`src/rtl/mem_stage_pkg.sv`:
```
// Shared RV32I pipeline types for the memory stage: stage registers,
// load/store funct3 encodings and the memory FSM state enum.
package rv32i_types;

    localparam logic [6:0] op_load  = 7'b0000011;
    localparam logic [6:0] op_store = 7'b0100011;

    typedef enum logic [2:0] {
        lb  = 3'b000,
        lh  = 3'b001,
        lw  = 3'b010,
        lbu = 3'b100,
        lhu = 3'b101
    } load_f3_t;

    typedef enum logic [2:0] {
        sb = 3'b000,
        sh = 3'b001,
        sw = 3'b010
    } store_f3_t;

    typedef enum logic {
        MEM_IDLE,
        MEM_WAIT
    } mem_state_t;

    typedef struct packed {
        logic [31:0] pc;
        logic [31:0] inst;
        logic        valid;
        logic [4:0]  rd_s;
        logic [5:0]  dest_phys_new;
        logic [5:0]  dest_phys_old;
        logic [4:0]  dest_arch;
        logic        regf_we;
        logic [3:0]  regfilemux_sel;
        logic [31:0] alu_out;
        logic        br_en;
        logic [31:0] u_imm;
        logic [31:0] rs2_v;
    } ex_mem_stage_reg_t;

    typedef struct packed {
        logic [31:0] pc;
        logic [31:0] inst;
        logic        valid;
        logic [4:0]  rd_s;
        logic [5:0]  dest_phys_new;
        logic [5:0]  dest_phys_old;
        logic [4:0]  dest_arch;
        logic        regf_we;
        logic [3:0]  regfilemux_sel;
        logic [31:0] alu_out;
        logic        br_en;
        logic [31:0] u_imm;
        logic [31:0] load_data;
        logic [31:0] mem_addr;
        logic [3:0]  mem_rmask;
        logic [3:0]  mem_wmask;
        logic [31:0] mem_wdata;
        logic [31:0] mem_rdata;
        logic        misaligned;
    } mem_wb_stage_reg_t;

endpackage

```
`src/rtl/mem_align.sv`:
```
// Byte-lane helper for the memory stage: access mask, store-data lane shift,
// load extract/extend and (with MEM_MISALIGN_CHECK_EN) misalignment detection.
module mem_align
    import rv32i_types::*;
(
    input  logic [2:0]  funct3,
    input  logic [1:0]  addr_lo,
    input  logic [31:0] rs2_v,
    input  logic [31:0] rdata,
    output logic [3:0]  mask,
    output logic [31:0] wdata,
    output logic [31:0] load_data,
    output logic        misaligned
);

    logic [3:0]  base_mask;
    logic [31:0] rshift;

    // Size-based mask, shifted into the addressed lanes (truncated to 4 bits).
    always_comb begin
        base_mask = 4'b1111;
        case ({1'b0, funct3[1:0]})
            sb:      base_mask = 4'b0001;
            sh:      base_mask = 4'b0011;
            default: base_mask = 4'b1111;
        endcase
        mask  = base_mask << addr_lo;
        wdata = rs2_v << {addr_lo, 3'b000};
    end

    // Move the addressed bytes down to bit 0, then sign- or zero-extend.
    always_comb begin
        rshift    = rdata >> {addr_lo, 3'b000};
        load_data = rshift;
        case (funct3)
            lb:      load_data = {{24{rshift[7]}}, rshift[7:0]};
            lh:      load_data = {{16{rshift[15]}}, rshift[15:0]};
            lbu:     load_data = {24'b0, rshift[7:0]};
            lhu:     load_data = {16'b0, rshift[15:0]};
            default: load_data = rshift;
        endcase
    end

`ifdef MEM_MISALIGN_CHECK_EN
    assign misaligned = (funct3[1:0] == 2'b01 && addr_lo[0]) ||
                        (funct3[1] && addr_lo != 2'b00);
`else
    assign misaligned = 1'b0;
`endif

endmodule

```
`src/rtl/mem_stage.sv`:
```
// Memory stage: issues the data-memory request for loads/stores, stalls the
// upstream pipeline until dmem_resp, and registers the MEM/WB stage.
// Optional build macro: MEM_MISALIGN_CHECK_EN (suppress misaligned accesses).
module mem_stage
    import rv32i_types::*;
(
    input  logic              clk,
    input  logic              rst,
    input  ex_mem_stage_reg_t ex_mem,
    output mem_wb_stage_reg_t mem_wb,
    output logic              mem_stall,
    output logic [31:0]       dmem_addr,
    output logic [3:0]        dmem_rmask,
    output logic [3:0]        dmem_wmask,
    output logic [31:0]       dmem_wdata,
    input  logic [31:0]       dmem_rdata,
    input  logic              dmem_resp
);

    mem_state_t        state, state_next;
    mem_wb_stage_reg_t wb_next;
    logic              is_load, is_store, is_mem, mis, req;
    logic              align_mis;
    logic [3:0]        mask;
    logic [31:0]       load_data;

    mem_align u_align (
        .funct3    (ex_mem.inst[14:12]),
        .addr_lo   (ex_mem.alu_out[1:0]),
        .rs2_v     (ex_mem.rs2_v),
        .rdata     (dmem_rdata),
        .mask      (mask),
        .wdata     (dmem_wdata),
        .load_data (load_data),
        .misaligned(align_mis)
    );

    assign is_load   = ex_mem.valid && (ex_mem.inst[6:0] == op_load);
    assign is_store  = ex_mem.valid && (ex_mem.inst[6:0] == op_store);
    assign is_mem    = is_load || is_store;
    assign mis       = is_mem && align_mis;
    assign req       = is_mem && !mis;
    assign dmem_addr = {ex_mem.alu_out[31:2], 2'b00};

    // FSM state register.
    always_ff @(posedge clk) begin
        if (rst) state <= MEM_IDLE;
        else     state <= state_next;
    end

    // Next state, request masks and stall.
    always_comb begin
        state_next = state;
        mem_stall  = 1'b0;
        dmem_rmask = '0;
        dmem_wmask = '0;
        if (!rst) begin
            case (state)
                MEM_IDLE: begin
                    if (req) begin
                        dmem_rmask = is_load  ? mask : 4'b0000;
                        dmem_wmask = is_store ? mask : 4'b0000;
                        mem_stall  = 1'b1;
                        state_next = MEM_WAIT;
                    end
                end
                MEM_WAIT: begin
                    if (dmem_resp) state_next = MEM_IDLE;
                    else           mem_stall  = 1'b1;
                end
                default: state_next = MEM_IDLE;
            endcase
        end
    end

    // Assemble the MEM/WB contents; trace fields are zero for non-memory ops.
    always_comb begin
        wb_next                = '0;
        wb_next.pc             = ex_mem.pc;
        wb_next.inst           = ex_mem.inst;
        wb_next.valid          = ex_mem.valid;
        wb_next.rd_s           = ex_mem.rd_s;
        wb_next.dest_phys_new  = ex_mem.dest_phys_new;
        wb_next.dest_phys_old  = ex_mem.dest_phys_old;
        wb_next.dest_arch      = ex_mem.dest_arch;
        wb_next.regf_we        = ex_mem.regf_we && !mis;
        wb_next.regfilemux_sel = ex_mem.regfilemux_sel;
        wb_next.alu_out        = ex_mem.alu_out;
        wb_next.br_en          = ex_mem.br_en;
        wb_next.u_imm          = ex_mem.u_imm;
        wb_next.misaligned     = mis;
        if (is_mem) wb_next.mem_addr = dmem_addr;
        if (req && is_load) begin
            wb_next.load_data = load_data;
            wb_next.mem_rmask = mask;
            wb_next.mem_rdata = dmem_rdata;
        end
        if (req && is_store) begin
            wb_next.mem_wmask = mask;
            wb_next.mem_wdata = dmem_wdata;
        end
    end

    // MEM/WB register advances whenever the stage is not stalled.
    always_ff @(posedge clk) begin
        if (rst)             mem_wb <= '0;
        else if (!mem_stall) mem_wb <= wb_next;
    end

endmodule

```
`config.mk`:
```
export PLATFORM = sky130hd
export DESIGN_NAME = mem_stage
export DESIGN_NICKNAME = d
export VERILOG_FILES = /design/src/rtl/mem_stage_pkg.sv /design/src/rtl/mem_align.sv /design/src/rtl/mem_stage.sv
export SDC_FILE = /design/constraint.sdc
export NUM_CORES = 1
export LEC_CHECK = 0
export ABC_AREA = 0
export CORE_AREA = 2 2 232 234
export CTS_CLUSTER_SIZE = 25
export DETAILED_ROUTE_END_ITERATION = 6
export DIE_AREA = 0 0 234 236
export SLEW_MARGIN = 20
export SYNTH_ARGS = -nofsm -noshare
export SYNTH_HDL_FRONTEND = slang
export SYNTH_SLANG_ARGS = --single-unit
export TNS_END_PERCENT = 50
```
`constraint.sdc`:
```
create_clock -name clk -period 2.7 [get_ports clk]
set_clock_uncertainty 0.2 [all_clocks]
set_input_delay 0.405 -clock clk [delete_from_list [all_inputs] [get_ports clk]]
set_output_delay 0.405 -clock clk [all_outputs]
set_load 0.01 [all_outputs]
```
==> reports/results.env <==
POSTROUTEANTENNANETS=0
FLOORPLAN.DIE_AREA_SQ_UM=55200
POWER.SHARE.SWITCHING_PCT=24.2
AREA_DELTA_SYNTH_FINAL_PCT=67.7
CLASS_OF_THE_TIGHTEST_HOLD_OR_REMOVAL_CHECK='primary input to register'
FIN_WORST_HOLD_SLACK_NS=0.0309
CAP_VIOL_MAX_COUNT=0
NUMBER_OF_LIBRARY_CELL_TYPES_MAPPED_BY_SYNTHESIS=51
GRT_SETUP_UNREPAIRED='false'
GP_CONGESTION=0.809
FINAL-SETUP-VIOL-COUNT=0
TIMING.CRITICAL_PATH.MAX_DELAY_FAMILY='buffers and inverters'
CRITPATHBUFINV=2
GLOBAL_ROUTE.USAGE.TOTAL_PCT=17.5
VIA_PER_INST=4.53
GRT_FIRST_PASS_WIRELENGTH_UM=73800
INITIAL_CORE_UTILIZATION_PCT=22.4
BUFFER_PORTS.INSERTED=585
DESIGN.FINAL.NETS=2176
SYNTH_FF_TYPE='sky130_fd_sc_hd__dfxtp_1'
IO_PINS=591
CRITPATHMAXSTAGEDELAY_NS=0.62
HTREE_LEVELS=2
FIRST_ITER_VIOLATIONS=602
SYNTH_ASYNC_SR_FLOP_SHARE_PCT=0
FIRST_GLOBAL_VIAS=11824
CLOCK_TREE.BUFFER_DEPTH=3
DRT_DRC_VIOLATIONS_LEFT=0
NUMBER_OF_CELL_ROWS=85
CLKSLEWWORSTSETUPHOLDPATHS_NS=0.06
AVGROUTEDWIREPERCELL_UM=19.1
DETAILROUTE.VIA_COUNT=12118
SYNTH.AVG_CELL_AREA_SQ_UM=8.56
GRT_REMAINING_OVERFLOW=0
TIMING.RR.END='mem_wb[43]'
CLK_ROOT_BUFFER_CELL='sky130_fd_sc_hd__clkbuf_16'
R2R_START='state'
CP_SLOWEST_CELL='sky130_fd_sc_hd__clkdlybuf4s50_1'
ROUTED_WL_UM=51100
LAYOUT.FILLER_CELLS=5282
RR_WORST_DEPTH=7
CHIP_HEIGHT_UM=236
COMB_POWER_SHARE_PCT=13.1
CTS_TREE='yes'
CRITPATHREQUIREDTIME_NS=2.10
TIMING.SETUP.CRITICAL_PATH_CLASS='primary input to output port'
CLK_LATENCY_NS=0.54
CTS_BUFFERS=36
POWER.INTERNAL_mW=8.33
CRITICAL_PATH.STARTPOINT_TYPE='primary input'
WORST_PATH_MOST_REPEATED_CELL='sky130_fd_sc_hd__clkdlybuf4s50_1'
GRT_MAX_DEGREE=147
CORE_SQ_UM=53100
DRT-PASS1-ITER-COUNT=5
R2R_SETUP_SLACK_NS=0.41
MAXSLEWVIOLCOUNT=0
WORSTMARGINPINSLEW_NS=0.675
PLACEDINSTANCEAREA_SQ_UM=18700
P_CLK_SHARE_PCT=45.9
LAYOUT.CELLS.MOST_COMMON='sky130_fd_sc_hd__clkdlybuf4s50_1'
MOST-COMMON-LAYOUT-CELLS='566 x sky130_fd_sc_hd__clkdlybuf4s50_1, 392 x sky130_fd_sc_hd__nand2_1, 292 x sky130_fd_sc_hd__dfxtp_1'
SYNTH.CELL_AREA_SQ_UM=11900
CRIT_PATH_MAX_FANOUT=4
YOSYS_WARNINGS=0
TIMING.HOLD.WORST_ENDPOINT='mem_wb[171]'
POSTCTSSETUPREPAIRBUFS=0
NUMBER_OF_ENABLE_FLIP_FLOP_CELLS_AFTER_SYNTHESIS=0
FINAL_CELL_AREA_SQ_UM=20000
DRIVE_GT1_SHARE_PCT=8.94
P_LEAK_nW=7.83
END_KIND='output port'
FMAX_MHz=377
SYNTH_SEQUENTIAL_AREA_RATIO_PCT=49.1
HOLD_VIOL=0
ANTENNA_VIOLATIONS_BEFORE_REPAIR=3
SYNTHESIS.INSTANCES=1390
SYNTH-SEQ-CELLS=292
HOLD_PATH.STARTPOINT='rst'
POWER_FRAC_SEQ_PCT=41.0
FINAL.PERIOD_UTILIZATION_PCT=98.3
TIMING.CRITICAL_PATH.ARRIVAL_NS=2.05
HOLD_PATH_DEPTH=3
CRIT_CHAIN='clkdlybuf4s50_1 > mux2i_1 > o2bb2ai_1 > clkdlybuf4s50_1'
POWER_SWITCHING_mW=2.66
WORST_IR_DROP_VDD_mV=0.556
OUTCOME='finished, final reports clean'
DP_HPWL_UM=37500
FINAL_PERIOD_MINUS_WORST_SETUP_SLACK_NS=2.65
SLEW_HEADROOM_PCT=55.0
CLKSINKCOUNT=292
PWR_DENSITY_CELL_nW_PER_UM2=551
DIEWIDTH_UM=234
-- synth_stat cells, drive strengths merged (2+ instances only) --
library cell,instances,area share (%)
a211o,7,0.52
a21oi,92,3.9
o31ai,11,0.69
a32oi,10,0.74
or3b,2,0.15
o21ai,19,0.80
nand3,44,1.9
nor2,62,2.0
a21o,3,0.19
a22oi,33,2.1
nor3,4,0.21
nand2,394,12
and2,9,0.47
dfxtp,292,49
nor2b,9,0.47
o2bb2ai,15,1.1
o221ai,2,0.15
inv,3,0.095
mux4,2,0.38
buf,104,5.9
o211ai,8,0.50
nand3b,126,7.9
or2,3,0.16
or3,3,0.16
clkbuf,47,1.5
mux2i,49,4.1
nand2b,4,0.21
a22o,17,1.3
-- cell type report --
| class | count | area (sq um) | area share [%] |
|---|---|---|---|
| sequential | 292 | 5850 | 29.3 |
| clock inverter | 12 | 159 | 0.796 |
| inverter | 4 | 22.5 | 0.113 |
| antenna | 1 | 2.50 | 0.0125 |
| clock buffer | 53 | 1080 | 5.39 |
| timing repair buffer | 671 | 6720 | 33.7 |
| multi-input combinational | 947 | 5260 | 26.3 |
| tap | 696 | 871 | 4.36 |
-- logic make-up (layout without fill, tap and decap cells) --
kind of cell / after synthesis / after routing / share of synthesized area, %
mux: 51 / 51 / 4.50
simple gates: 666 / 666 / 26.4
other cells: 1 / 6 / 0.0315
flops: 292 / 292 / 49.1
compound gates: 225 / 225 / 12.4
buf+inv: 155 / 740 / 7.47
-- routing by layer --
metal  GRT usage (%)  vias to the layer above  wire length [um]
met3            6.64                       80              4920
met5               0                        -                23
met4            5.16                        4              1230
met1            20.9                     5783             21200
li1                -                     5806                 -
met2            28.9                      445             23800
-- power by group through the flow --
stage                     Combinational (mW)  Sequential (mW)  Clock, mW
after global placement                  1.43             4.60          0
after detailed placement                1.44             4.60          0
after floorplan                        0.433             4.66          0
after CTS                               1.45             4.51       5.21
after global routing                    1.54             4.52       5.35
final                                   1.44             4.51       5.04
-- tightest hold or removal path, delay by kind of cell --
kind,cells,cell delay (ns)
simple gates,2,0.17
buf+inv,1,0.15
-- repair_timing --
item,CTS,global route
endpoints found under the setup margin,19,12
hold buffers,1,0
hold endpoints to repair,1,0
pin swaps,3,1
resized for setup,37,11
-- stage by stage --
| step | instances | setup TNS (ns) | util [%] | power (mW) | worst slack (ns) |
|---|---|---|---|---|---|
| after floorplan | 1394 | 0 | - | 5.09 | 0.366 |
| after global placement | 2609 | -142.85 | 35.2 | 6.03 | -0.749 |
| after detailed placement | 2609 | -144.72 | 35.2 | 6.04 | -0.736 |
| after CTS | 2675 | 0 | 37.6 | 11.2 | 0.000969 |
| after global routing | 2676 | 0 | 37.6 | 11.4 | 0.00693 |
| final | 2676 | 0 | 37.6 | 11.0 | 0.0452 |
-- registers in the layout, indices dropped and copies added (netlist names) --
register	flops
state	1
mem_wb	291
-- worst max path at each step --
| stage | from | endpoint | cells after the start |
|---|---|---|---|
| 2_1_floorplan | ex_mem[129] | dmem_rmask[0] | 5 |
| 3_3_place_gp | ex_mem[124] | dmem_wmask[0] | 7 |
| 3_5_place_dp | ex_mem[124] | dmem_wmask[0] | 7 |
| 4_1_cts | ex_mem[7] | dmem_wdata[23] | 5 |
| 5_1_grt | ex_mem[1] | dmem_wdata[17] | 4 |
| 6_report | ex_mem[1] | dmem_wdata[17] | 4 |
(Power assumes the default switching activity.)
